[src/rtl/load_store_unit.sv]
// load_store_unit
//   Single-outstanding load/store front end for a word-wide data memory.
//   A request is accepted in IDLE, then runs READ and/or WRITE against
//   the memory and presents a held response in RESP. Byte and half stores
//   are done as read-modify-write of the containing word. Loads are
//   sign- or zero-extended. Lanes are little-endian.
//
//   Optional feature macro: MISALIGN_TRAP_EN
//     defined   : misaligned half/word requests skip memory, answer with resp_err=1
//     undefined : misaligned addresses are aligned down, resp_err is always 0
//
// Ports
//   clk, rst                    rising-edge clock, async active-high reset
//   req_valid / req_ready       request handshake (ready only in IDLE)
//   req_write, req_size,        store select, size (00 b, 01 h, 1x w),
//   req_unsigned                zero-extend loads
//   req_addr, req_wdata         byte address, store data (low bytes)
//   resp_valid / resp_ready     response handshake
//   resp_rdata, resp_err        extended load data (0 for stores), trap flag
//   mem_read, mem_write         memory strobes, never both
//   mem_addr                    word index, upper bits zero
//   mem_wdata, mem_rdata        full-word write data, combinational read data

module load_store_unit #(
  parameter int IDX_W = 8
) (
  input  logic        clk,
  input  logic        rst,
  input  logic        req_valid,
  output logic        req_ready,
  input  logic        req_write,
  input  logic [1:0]  req_size,
  input  logic        req_unsigned,
  input  logic [31:0] req_addr,
  input  logic [31:0] req_wdata,
  output logic        resp_valid,
  input  logic        resp_ready,
  output logic [31:0] resp_rdata,
  output logic        resp_err,
  output logic        mem_read,
  output logic        mem_write,
  output logic [31:0] mem_addr,
  output logic [31:0] mem_wdata,
  input  logic [31:0] mem_rdata
);

  typedef enum logic [1:0] {IDLE, READ, WRITE, RESP} lsuState;
  typedef enum logic [1:0] {SZ_BYTE, SZ_HALF, SZ_WORD} accessSize;

  lsuState          state, stateNext;
  logic             curWrite;
  logic             curUnsigned;
  accessSize        curSize;
  logic [1:0]       curLane;
  logic [IDX_W-1:0] curIdx;
  logic [31:0]      wordBuf;   // store data, later the merged word for sub-word stores
  logic [31:0]      respData;
  logic             respErr;

  accessSize        reqSize;
  logic [1:0]       reqLane;
  logic             trapReq;
  logic             reqFire;

  // Only the word-index bits reach the memory.
  logic             unusedAddrBits;
  assign unusedAddrBits = ^req_addr[31:IDX_W+2];

  // Pick the addressed lane(s) out of a word and extend to 32 bits.
  function automatic logic [31:0] extendLoad(input logic [31:0] word, input accessSize size,
                                             input logic [1:0] lane, input logic zeroExt);
    logic [7:0]  b;
    logic [15:0] h;
    b = word[{lane, 3'b000} +: 8];
    h = word[{lane[1], 4'b0000} +: 16];
    case (size)
      SZ_BYTE: extendLoad = zeroExt ? {24'b0, b} : {{24{b[7]}}, b};
      SZ_HALF: extendLoad = zeroExt ? {16'b0, h} : {{16{h[15]}}, h};
      default: extendLoad = word;
    endcase
  endfunction

  // Replace the addressed lane(s) of an existing word with the low store bytes.
  function automatic logic [31:0] mergeLanes(input logic [31:0] word, input logic [31:0] data,
                                             input accessSize size, input logic [1:0] lane);
    mergeLanes = word;
    case (size)
      SZ_BYTE: mergeLanes[{lane, 3'b000} +: 8]    = data[7:0];
      SZ_HALF: mergeLanes[{lane[1], 4'b0000} +: 16] = data[15:0];
      default: mergeLanes = data;
    endcase
  endfunction

  // Request decode: size 11 behaves as a word; misaligned lanes align down.
  always_comb begin
    // NOTE: every always_comb output gets a default first so no path can infer a latch.
    reqSize = SZ_WORD;
    reqLane = 2'b00;
    if (req_size == 2'b00)      reqSize = SZ_BYTE;
    else if (req_size == 2'b01) reqSize = SZ_HALF;
    case (reqSize)
      SZ_BYTE: reqLane = req_addr[1:0];
      SZ_HALF: reqLane = {req_addr[1], 1'b0};
      default: reqLane = 2'b00;
    endcase
  end

`ifdef MISALIGN_TRAP_EN
  assign trapReq = ((reqSize == SZ_HALF) && req_addr[0]) ||
                   ((reqSize == SZ_WORD) && (req_addr[1:0] != 2'b00));

  always_ff @(posedge clk or posedge rst) begin
    if (rst)          respErr <= 1'b0;
    else if (reqFire) respErr <= trapReq;
  end
`else
  assign trapReq = 1'b0;
  assign respErr = 1'b0;
`endif

  assign reqFire = req_valid && (state == IDLE);

  // State register. Reset is asynchronous, so strobes drop the moment rst rises.
  always_ff @(posedge clk or posedge rst) begin
    // NOTE: state and datapath registers use non-blocking assignments so every flop samples pre-edge values.
    if (rst) state <= IDLE;
    else     state <= stateNext;
  end

  // Next state and all decoded outputs.
  always_comb begin
    stateNext  = state;
    req_ready  = 1'b0;
    resp_valid = 1'b0;
    resp_rdata = '0;
    resp_err   = 1'b0;
    mem_read   = 1'b0;
    mem_write  = 1'b0;
    mem_addr   = '0;
    mem_wdata  = '0;
    case (state)
      IDLE: begin
        req_ready = 1'b1;
        if (req_valid) begin
          if (trapReq)                             stateNext = RESP;
          else if (req_write && reqSize == SZ_WORD) stateNext = WRITE;
          else                                     stateNext = READ;
        end
      end
      READ: begin
        mem_read                = 1'b1;
        mem_addr[IDX_W-1:0]     = curIdx;
        stateNext               = curWrite ? WRITE : RESP;
      end
      WRITE: begin
        mem_write               = 1'b1;
        mem_addr[IDX_W-1:0]     = curIdx;
        mem_wdata               = wordBuf;
        stateNext               = RESP;
      end
      RESP: begin
        resp_valid = 1'b1;
        resp_rdata = respData;
        resp_err   = respErr;
        if (resp_ready) stateNext = IDLE;
      end
      default: stateNext = IDLE;
    endcase
  end

  // Request capture and the READ-cycle datapath (load extend or store merge).
  always_ff @(posedge clk or posedge rst) begin
    if (rst) begin
      curWrite    <= 1'b0;
      curUnsigned <= 1'b0;
      curSize     <= SZ_BYTE;
      curLane     <= 2'b00;
      curIdx      <= '0;
      wordBuf     <= '0;
      respData    <= '0;
    end else begin
      if (reqFire) begin
        curWrite    <= req_write;
        curUnsigned <= req_unsigned;
        curSize     <= reqSize;
        curLane     <= reqLane;
        curIdx      <= req_addr[IDX_W+1:2];
        wordBuf     <= req_wdata;
        respData    <= '0;
      end
      if (state == READ) begin
        if (curWrite) wordBuf  <= mergeLanes(mem_rdata, wordBuf, curSize, curLane);
        else          respData <= extendLoad(mem_rdata, curSize, curLane, curUnsigned);
      end
    end
  end

endmodule
[config.mk]
export PLATFORM = sky130hd
export DESIGN_NAME = load_store_unit
export DESIGN_NICKNAME = d
export VERILOG_FILES = /design/src/rtl/load_store_unit.sv
export SDC_FILE = /design/constraint.sdc
export NUM_CORES = 1
export LEC_CHECK = 0
export CAP_MARGIN = 15
export CORE_MARGIN = 2
export CORE_UTILIZATION = 40
export DETAILED_ROUTE_END_ITERATION = 16
export PLACE_DENSITY = 0.75
export REMOVE_ABC_BUFFERS = 1
export SYNTH_ARGS = -nofsm -noshare
export SYNTH_HDL_FRONTEND = slang
export SYNTH_SLANG_ARGS = --single-unit
[constraint.sdc]
create_clock -name clk -period 5.8 [get_ports clk]
set_clock_uncertainty 0.1 [all_clocks]
set_input_delay 1.16 -clock clk [delete_from_list [all_inputs] [get_ports clk]]
set_output_delay 1.16 -clock clk [all_outputs]
set_load 0.01 [all_outputs]
==> results of run 1 <==
cell type report:
class                   count  area (sq um)  area share (%)
inverters                  10          38.8           0.558
clock buffers              11           233            3.35
repair buffers            164          1630            23.5
well taps                 168           210            3.02
clock inverters             5           104            1.49
multi-input cells         398          2730            39.3
flip-flops and latches     80          2000            28.8
worst paths after layout:
path,from,depth (start not counted),to,slack [ps]
worst max-delay path,state[0],4,mem_wdata[21],1990
worst min-delay path,respData[8],2,respData[8],380
worst max register to register,state[0],7,wordBuf[18],3030
worst min register to register,respData[8],2,respData[8],380
max in group asynchronous,rst,3,curWrite,3480
min in group asynchronous,rst,2,curIdx[2],1170
kinds of logic after synthesis:
family          after synthesis  synth area share, %
mux                          28                 6.24
simple gates                180                 20.0
fa+ha+maj                    10                 2.49
compound gates              155                 23.5
buf+inv                      69                 7.85
flops                        80                 39.8
other cells                   1               0.0745
Yosys cell counts (2+ instances only):
master	n	area share (%)
and3b_1	3	0.52
a2bb2oi_2	7	2.1
a22oi_1	8	1.2
nand3_1	3	0.30
dfrtp_1	80	40
a21oi_2	2	0.35
buf_4	28	4.2
a22o_1	8	1.4
nand2_1	52	3.9
nor3_1	9	0.89
o21ai_1	7	0.70
o22ai_1	5	0.62
mux2i_1	13	2.6
or3_1	7	0.87
o21ai_0	38	3.8
inv_1	9	0.67
buf_6	2	0.45
a211oi_1	9	1.3
a221oi_1	7	1.2
a221o_1	31	6.2
buf_1	2	0.15
and3_1	2	0.25
clkbuf_1	14	1.0
mux2_2	13	2.9
nand2b_1	7	0.87
buf_2	13	1.3
and2_1	73	9.1
o221ai_1	8	1.4
ha_1	10	2.5
a21oi_1	17	1.7
nor2b_1	10	1.2
nor2_1	5	0.37
sequential cells by signal, summed over array words and instances, names as in the netlist:
signal and flops:
respData 32, wordBuf 32, curIdx 8, curLane 2, curSize 2, state 2
curUnsigned 1, curWrite 1
power breakdown:
group,internal (uW),switching (uW)
logic,944,928
clock network,422,233
registers,826,263
layer usage:
layer  vias up  GRT usage (%)
li1       2130              -
met1      2252           33.1
met2       260           38.9
met3        22           4.93
met4         0           5.79
met5         -              0
metrics by stage:
step                area (sq um)  cells  hold slack, ps  util [%]  worst slack [ps]
floorplan                   4770    488             342         -              2280
global placement            6600    819             359      54.2              2230
detailed placement          6600    819             372      54.2              2140
CTS                         6930    835             386      57.0              1950
global route                6950    836             412      57.1              1780
finish                      6950    836             383      57.1              1990
tightest hold or removal path: stages, from the launching register on:
cell	delay, ps
dfrtp_1	340
nand2_1	50
o21ai_0	60
==> impl_metrics.yaml, run 1 <==
floorplan:
  core-area_sq_mm: 0.0122
  num_io_pins: 205
  initial_utilization_pct: 41.4
  die_y_um: 116
  dieArea_sq_mm: 0.0135
  fp-row-count: 40
  die_w_um: 116
sta:
  tns_ps: 0
  final.period_utilization_pct: 65.7
  slew_headroom_pct: 30.0
  setup_viol: 0
  finalMaxSlewViolations: 0
  hold_viol: 0
  fin_crit_ps: 3810
  rsz0062_at_grt: "false"
  max_freq_ghz: 0.263
  tightest_slew_ps: 1050
yosys:
  ys_warn_count: 0
  yosys_register_bits: 80
  syn_inst: 523
  yosysUniqueCellTypes: 53
  asyncSetResetFlopFracSynth_pct: 100
  ys.flop_type: "dfrtp_1"
  ys_seq_area_share_pct: 39.8
  synth_edf_count: 0
  avgSynthCellArea_sq_um: 9.62
  syn_area_sq_mm: 0.00503
final_layout:
  final_common_cell: "clkdlybuf4s50_1"
  final_nets: 777
  mostFrequentLayoutCells: "clkdlybuf4s50_1, dfrtp_1, and2_1"
  nFillCells: 1078
  area_growth_syn_to_layout_pct: 38.1
  antenna_cells: 0
  drive_gt1_share_pct: 8.53
cts:
  cts_setup_buffers: 0
  h-tree-depth: 3
  clk_latency_ps: 340
  clk_pin_slew_worst_paths_ps: 60
  cts_resized: 0
  cts.sinks: 80
  clockRootBuffer: "clkbuf_16"
  numCtsBuffers: 9
  cts_buffer_depth: 2
  cts_tree: "built"
  cts_hold_buffers: 0
routing:
  vias: 4664
  drc: 0
  dr_wl_met3_um: 1370
  ant_nets: 0
  routed.top_layer: "met4"
  vias_per_cell: 5.58
  dr_wl_met2_um: 7610
  wl_met1_um: 6840
  drtPass1Iterations: 8
  routed_wl_um: 16100
  drt-initial-drc-count: 515
  routedWlPerCell_um: 19.2
pwr:
  leakage_uw: 0.00282
  power_uw: 3620
  irDropWorstVdd_uv: 325
  power.density_mw_per_mm2: 520
global_route:
  grt_pass1_vias: 4578
  antenna_found_initial: 0
  grt_use_total_pct: 24.0
  grt-ovfl-total: 0
  grt_max_degree: 45
  grt_pass1_wl_um: 24800
critical_path:
  cp_data_required_time_ps: 4540
  cp_max_fo: 34
  cp_num_buf_inv: 2
  crit_family: "adder cells"
  critPathKind: "reg -> out"
  crit_path_cell_trace: "inv_1 -> ha_1 -> and2_1 -> clkdlybuf4s50_1"
  worstSetupEndpointType: "primary output"
  max_stage_delay_ps: 850
  slowest_stage: "ha_1"
  startpoint_type: "flop"
  arrival_ps: 2550
run_status:
  status: "complete, no violations"
placed_design:
  io_buffer_count: 157
  gp_congestion: 0.895
  dpl.hpwl_um: 11700
worst_hold_path:
  min-delay-path-class: "reg -> reg"
flow_run:
  maxCapViolations: 0
Note: power is estimated with default switching activity, not from simulation.
==> inputs of run 2 (changes only) <==
- PLACE_DENSITY: 0.75 -> 0.78
- clock period: 5.8 -> 3.25 ns (I/O delays scaled with it)
==> run 2 against run 1 <==
  * Worst hold slack worse by 8.9 ps
  * Via count shrank 0.45%
  * Combinational power up 82%
  * Critical endpoint is now resp_rdata[23]
  * Register-to-register slack lost 2200 ps
  * Largest power group unchanged
  * Sequential cell count stayed put
  * Final cell count is 0.84% higher
  * Final area up 0.79%
  * Die area unchanged
==> impl_metrics.yaml, run 2 (synthesis results as in run 1) <==
routing:
  ant_nets: 0
  routed_wl_um: 16100
  drc: 0
  vias_per_cell: 5.51
  dr_wl_met3_um: 1500
  drt-initial-drc-count: 355
  wl_met1_um: 6880
  dr_wl_met2_um: 7470
  routed.top_layer: "met4"
  vias: 4643
  routedWlPerCell_um: 19.1
  drtPass1Iterations: 6
cts:
  h-tree-depth: 3
  cts_buffer_depth: 2
  cts_hold_buffers: 0
  clockRootBuffer: "clkbuf_16"
  cts_resized: 0
  cts_setup_buffers: 0
  clk_pin_slew_worst_paths_ps: 60
  numCtsBuffers: 9
  clk_latency_ps: 340
  cts.sinks: 80
  cts_tree: "built"
floorplan:
  die_w_um: 116
  dieArea_sq_mm: 0.0135
  initial_utilization_pct: 41.4
  core-area_sq_mm: 0.0122
  num_io_pins: 205
  die_y_um: 116
  fp-row-count: 40
sta:
  hold_viol: 0
  tightest_slew_ps: 989
  finalMaxSlewViolations: 0
  final.period_utilization_pct: 88.8
  tns_ps: 0
  slew_headroom_pct: 34.1
  setup_slack_ps: 364
  rsz0062_at_grt: "false"
  max_freq_ghz: 0.346
  fin_crit_ps: 2890
  setup_viol: 0
  whs_ps: 374
critical_path:
  worstSetupEndpointType: "primary output"
  cp_max_fo: 22
  cp_data_required_time_ps: 2500
  critPathKind: "reg -> out"
  arrival_ps: 2140
  worstReg2RegStart: "curSize[1]"
  crit-reg2reg-capture: "wordBuf[22]"
  startpoint_type: "flop"
  ff2ff_setup_slack_ps: 820
  rr_worst_depth: 4
worst_hold_path:
  min_from: "respData[12]"
  hold_end: "respData[12]"
  whs_path_depth: 2
  min-delay-path-class: "reg -> reg"
flow_run:
  maxCapViolations: 0
run_status:
  status: "complete, no violations"
final_layout:
  final_cell_area_sq_mm: 0.00700
  antenna_cells: 0
  drive_gt1_share_pct: 9.48
  nFillCells: 1069
  final_nets: 784
  area_growth_syn_to_layout_pct: 39.1
  seq_area_sq_mm: 0.00200
  multi_input_area_sq_mm: 0.00273
  mostFrequentLayoutCells: "clkdlybuf4s50_1, dfrtp_1, and2_1"
  reg_top3: "respData (32), wordBuf (32), curIdx (8)"
  final_common_cell: "clkdlybuf4s50_1"
placed_design:
  pre_cts_ws_ps: 705
  io_buffer_count: 157
  dpl.hpwl_um: 11600
  gp_congestion: 0.905
  placed_cell_area_sq_mm: 0.00667
pwr:
  p_switching_uw: 2530
  p_seq_share_pct: 30.0
  p_clk_share_pct: 17.5
  switching_share_pct: 39.0
  combPwrFrac_pct: 52.5
  internal-power_uw: 3950
  leakage_uw: 0.00286
  power.density_mw_per_mm2: 924
  irDropWorstVdd_uv: 541
global_route:
  grt-ovfl-total: 0
  grt_max_degree: 43
  grt_pass1_wl_um: 24900
  antenna_found_initial: 0
  grt_use_total_pct: 24.1
  grt_pass1_vias: 4569
-- run 2: layout make-up --
class                           instances  area share (%)
Sequential cell                        80            28.6
Timing Repair Buffer                  171            24.1
Clock buffer                           14            3.91
Inverter                               10           0.554
Tap cell                              168            3.00
Clock inverter                          2           0.857
Multi-Input combinational cell        398            39.0
-- run 2: worst max path at each step --
stage	from	end	slack, ps	cells past startpoint
floorplan	state[0]	wordBuf[16]	0.5	6
global placement	state[0]	resp_rdata[23]	740	4
detailed placement	state[0]	resp_rdata[23]	700	4
CTS	state[0]	resp_rdata[23]	330	4
global route	state[0]	resp_rdata[0]	260	4
finish	state[0]	resp_rdata[23]	360	4
-- run 2: power groups by stage --
stage / clock [uW] / sequential [uW] / combinational (uW)
after floorplan: 0 / 1810 / 2000
after global placement: 0 / 1910 / 3280
after detailed placement: 0 / 1940 / 3380
after CTS: 1150 / 1930 / 3400
after global routing: 1190 / 2000 / 3700
final: 1130 / 1940 / 3400
-- run 2: routing by layer --
layer,up-vias,GRT usage [%]
met3,20,5.14
met4,0,5.79
met1,2228,33.4
li1,2147,-
met2,248,38.9
met5,-,0
-- run 2: stage by stage --
step | utilization, % | total power (uW) | instances
detailed placement | 54.8 | 5320 | 827
floorplan | - | 3800 | 488
finish | 57.6 | 6470 | 843
CTS | 57.6 | 6490 | 843
global route | 57.6 | 6890 | 843
global placement | 54.8 | 5200 | 827
-- run 2: worst max-delay path: stages, from the launching register on --
cell and delay (ps):
dfrtp_1 390, ha_1 460, buf_12 210, and2_1 180, clkdlybuf4s50_1 550
